===== config.mk =====
export PLATFORM = sky130hd
export DESIGN_NAME = jt12_lininterp
export DESIGN_NICKNAME = d
export VERILOG_FILES = /design/src/rtl/jt12_lininterp.sv
export SDC_FILE = /design/constraint.sdc
export NUM_CORES = 1
export LEC_CHECK = 0
export BUFFER_PORTS_ARGS = -buffer_cell sky130_fd_sc_hd__buf_4
export CELL_PAD_IN_SITES_DETAIL_PLACEMENT = 0
export CELL_PAD_IN_SITES_GLOBAL_PLACEMENT = 1
export CORE_AREA = 2 2 104 106
export DETAILED_ROUTE_END_ITERATION = 10
export DIE_AREA = 0 0 106 108
export GPL_TIMING_DRIVEN = 0
export MAX_ROUTING_LAYER = met4
export PLACE_DENSITY_LB_ADDON = 0.1
export SYNTH_ARGS = -nofsm -noshare
export SYNTH_HDL_FRONTEND = slang
export SYNTH_SLANG_ARGS = --single-unit

===== constraint.sdc =====
create_clock -name clk -period 3.1 [get_ports clk]
set_clock_uncertainty 0.05 [all_clocks]
set_input_delay 0.155 -clock clk [delete_from_list [all_inputs] [get_ports clk]]
set_output_delay 0.155 -clock clk [all_outputs]
set_load 0.01 [all_outputs]

===== src/rtl/jt12_lininterp.sv =====
// Linear-interpolation upsampler: ramps from the previous input sample to the current one in 2^LOG2R steps.
// Define JT12_LININTERP_ROUND_EN for round-half-up output with positive saturation; truncating shift otherwise.
module jt12_lininterp #(
  parameter int DW    = 16,
  parameter int LOG2R = 4
) (
  input  logic                 clk,
  input  logic                 rst,
  input  logic                 cen_in,
  input  logic signed [DW-1:0] din,
  input  logic                 cen_out,
  output logic signed [DW-1:0] dout,
  output logic                 step_ovr,
  output logic                 early
);

  localparam int AW = DW + 1 + LOG2R;
  localparam logic [LOG2R-1:0] PHASE_MAX = '1;

  logic signed [DW-1:0]  prev;
  logic signed [DW-1:0]  cur;
  logic signed [DW:0]    delta;
  logic signed [AW-1:0]  acc;
  logic [LOG2R-1:0]      phase;

  logic signed [DW:0]    delta_next;
  logic signed [AW-1:0]  acc_load;
  logic signed [AW-1:0]  delta_ext;
  logic signed [DW-1:0]  dout_next;

  // One extra bit keeps din-cur exact across the full signed range.
  assign delta_next = {din[DW-1], din} - {cur[DW-1], cur};
  assign acc_load   = {cur[DW-1], cur, {LOG2R{1'b0}}};
  assign delta_ext  = {{LOG2R{delta[DW]}}, delta};

`ifdef JT12_LININTERP_ROUND_EN
  localparam logic signed [AW-1:0] HALF = AW'(2 ** (LOG2R - 1));
  logic signed [AW-1:0] acc_rnd;
  logic signed [DW:0]   rnd_q;
  logic                 unused_bits;

  assign acc_rnd = acc + HALF;
  assign rnd_q   = acc_rnd[AW-1:LOG2R];

  // acc never drops below the negative endpoint, so only positive overflow can occur.
  always_comb begin
    dout_next = rnd_q[DW-1:0];
    if (!rnd_q[DW] && rnd_q[DW-1])
      dout_next = {1'b0, {(DW-1){1'b1}}};
  end

  assign unused_bits = ^{prev, acc_rnd[LOG2R-1:0]};
`else
  logic unused_bits;

  // acc stays between the two endpoints, so its top bit is redundant after the shift.
  assign dout_next   = acc[DW+LOG2R-1:LOG2R];
  assign unused_bits = ^{prev, acc[AW-1], acc[LOG2R-1:0]};
`endif

  // NOTE: state registers use non-blocking assignments so every update sees pre-edge values.
  always_ff @(posedge clk) begin
    if (rst) begin
      prev     <= '0;
      cur      <= '0;
      delta    <= '0;
      acc      <= '0;
      phase    <= '0;
      dout     <= '0;
      step_ovr <= 1'b0;
      early    <= 1'b0;
    end else begin
      dout  <= dout_next;
      early <= 1'b0;
      if (cen_in) begin
        // A new sample wins over a coincident output step; that step is dropped.
        prev  <= cur;
        cur   <= din;
        delta <= delta_next;
        acc   <= acc_load;
        phase <= '0;
        early <= (phase != PHASE_MAX);
      end else if (cen_out) begin
        if (phase != PHASE_MAX) begin
          acc   <= acc + delta_ext;
          phase <= phase + 1'b1;
        end else begin
          step_ovr <= 1'b1;
        end
      end
    end
  end

endmodule


==> reports/results.ini <==
[status]
status = finished, final reports clean

[worst_hold_path]
min_to = cur[9]
hold_path.class = primary input to flip-flop
hp-start = din[9]
whs_path_depth = 3

[yosys]
synth_area_sq_mm = 0.00452
synth_top_family_by_area = compound AO/OA/AOI/OAI gates
synth_nets = 604
synth_flop_cell = dfxtp_1
synth_xor_area_share_pct = 3.29
netlist_instances = 546
yosysWarnings = 0
synth_async_sr_flop_share_pct = 0
yosys.area_share.adder_pct = 10.9
seq_area_frac_synth_pct = 33.2
synth_edf_count = 0
ys_ff_latch = 75
synth_cell_types = 61
syn_area_per_cell_sq_um = 8.28
synth_compound_area_share_pct = 23.1
muxShareOfSynthArea_pct = 4.21
synthSimpleGateAreaFrac_pct = 19.7

[critical_path]
reg2regPathDepth = 9
max_stage_delay_ns = 0.53
r2r_end = acc[16]
path_cells = dlygate4sd3_1 > buf_4 > inv_1 > ha_1 > fa_1 > nand2b_1 > a21o_1 > a21boi_1 > o2111ai_1 > and4_1 > o31ai_1
regToRegStartpoint = delta[0]
critPathArrivalTime_ns = 2.77
path_max_fanout = 4
startpoint_type = primary input
cp-end-kind = flip-flop
cp_slowest_cell = dlygate4sd3_1
path_class = primary input to flip-flop
regToRegSetupSlack_ns = 0.61
critPathRequiredTime_ns = 3.33

[floorplanning]
dieArea_sq_mm = 0.0114
core_area_sq_mm = 0.0102
io_pins = 38
die_w_um = 106
die_y_um = 108
placementRows = 37
initial_core_util_pct = 44.2

[route]
drc = 0
routed_wl_mm = 12.2
avgRoutedWirePerCell_um = 16.3
vias_per_cell = 5.42
route.vias.total = 4047
firstDrtPassIters = 4
ant_nets = 0
initialDrtViolationCount = 263

[global_route]
grt_pass1_vias = 3770
use_met1_pct = 33.2
antenna_found_initial = 0
grt_max_degree = 13
grt_use_met3_pct = 2.77
grt_use_total_pct = 23.4
grt_pass1_wl_mm = 19.9
grt_busiest_layer = met2
overflow = 0
globalRouteMet2Util_pct = 34.6

[finish]
final_cell_mix = dfxtp_1 (75), nor2_1 (60), a21oi_1 (46)
synthToLayoutAreaGrowth_pct = 16.8
fin_util_pct = 51.6
n_antenna_cell = 0
fin_nets = 665
drive_gt1_share_pct = 10.8
final_common_cell = dfxtp_1

[cts]
ctsLongestPathBuffers = 2
cts_tree = yes
clk_pin_slew_ns = 0.08
clkLatencyLatePin_ns = 0.36
htreeDepth = 3
root_buffer = clkbuf_8
ctsResizeCount = 0
cts_sinks = 75
numCtsBuffers = 9

[placement]
port_buffers = 35
dpl.hpwl_mm = 9.43
gp_congestion = 0.879

[timing]
drv_slew = 0
worst_pin_slew_ns = 0.741
max_freq_ghz = 0.392
max-slew-margin-rel_pct = 50.6
setup_tns_ns = 0
min_period_ns = 2.55
rsz0062_at_grt = no
finalSetupViolCount = 0
hold_viol_final = 0
fin_crit_sh_pct = 82.2

[pwr]
p_total_w = 0.00235
power.leakage_nw = 2.29
power_density_mw_per_mm2 = 444
vdd_ir_drop_max_mv = 0.187

[job]
maxCapViolations = 0

## cells in the mapped netlist, types with 10 or more instances
cell      instances  share of area (%)
mux2i_1          19                4.2
a31oi_1          10                1.4
a211oi_1         10                1.7
nand3_1          14                1.6
nor2_1           60                5.0
nand2_1          39                3.2
inv_1            30                2.5
nor3_1           17                1.9
o21ai_0          16                1.8
o21a_1           10                1.7
dfxtp_1          75                 33
ha_1             36                 10
a21oi_1          46                5.1
clkbuf_1         14                1.2
nor2b_1          22                3.0
a21o_1           15                2.5
## state kept, by name, indices dropped and copies added (netlist names)
register and flops:
cur 16, delta 17, step_ovr 1, acc 20, phase 4, early 1, dout 16
## through the flow
stage	setup WS, ns	hold slack [ns]	instance area [sq um]	std cells
4_1_cts	0.578	0.000970	5280	747
5_1_grt	0.367	0.0125	5280	747
3_5_place_dp	0.635	0.362	4950	717
3_3_place_gp	0.627	0.355	4950	717
6_report	0.552	0.0101	5280	747
2_1_floorplan	0.904	0.252	4520	546
## how the worst max path moves through the flow
stage / startpoint / end / slack (ns)
6_report: din[0] / delta[14] / 0.55
5_1_grt: din[0] / delta[14] / 0.37
4_1_cts: din[0] / delta[14] / 0.58
3_5_place_dp: delta[0] / acc[16] / 0.64
3_3_place_gp: delta[0] / acc[16] / 0.63
2_1_floorplan: delta[0] / acc[16] / 0.90
## critical path, delay by kind of cell
family,cells,cell delay [ns]
fa+ha+maj,2,0.63
compound gates,4,0.86
buf+inv,3,0.68
simple gates,2,0.43
## power by group
| group | switching [W] | leakage (nW) | total, W | internal (W) |
|---|---|---|---|---|
| Sequential | 0.0000503 | 0.615 | 0.00107 | 0.00102 |
| Clock | 0.000375 | 0.0912 | 0.000704 | 0.000329 |
| Combinational | 0.000320 | 1.58 | 0.000568 | 0.000248 |
| Total | 0.000745 | 2.29 | 0.00235 | 0.00160 |
## layout make-up
cell class                 instances  area, sq um
clock inverter                     4         26.3
inverter                          30          113
timing repair buffer              50          413
clock buffer                      11          151
buffer                            25          140
fill                            1036         4950
tap                              136          170
sequential                        75         1500
multi-input combinational        416         2770
## cell families (layout without fill, tap and decap cells)
group / count (synthesis) / in the layout
AO/OA/AOI/OAI: 156 / 156
XOR/XNOR: 17 / 17
adder cells (fa/ha/maj): 38 / 38
buffers and inverters: 55 / 120
flip-flops: 75 / 75
multiplexers: 19 / 19
AND/OR/NAND/NOR: 186 / 186
## layer usage
metal / part of all wire [%] / wire length (um)
met5: 0 / 0
met1: 52 / 6290
met2: 43 / 5280
met3: 3.8 / 459
met4: 1.0 / 125
## what timing repair did
action | in CTS | in global routing
buffers inserted | 0 | 0
hold buffers | 15 | 0
endpoints found under the hold margin | 15 | 0
No activity file was read; power rests on OpenSTA's default activity.
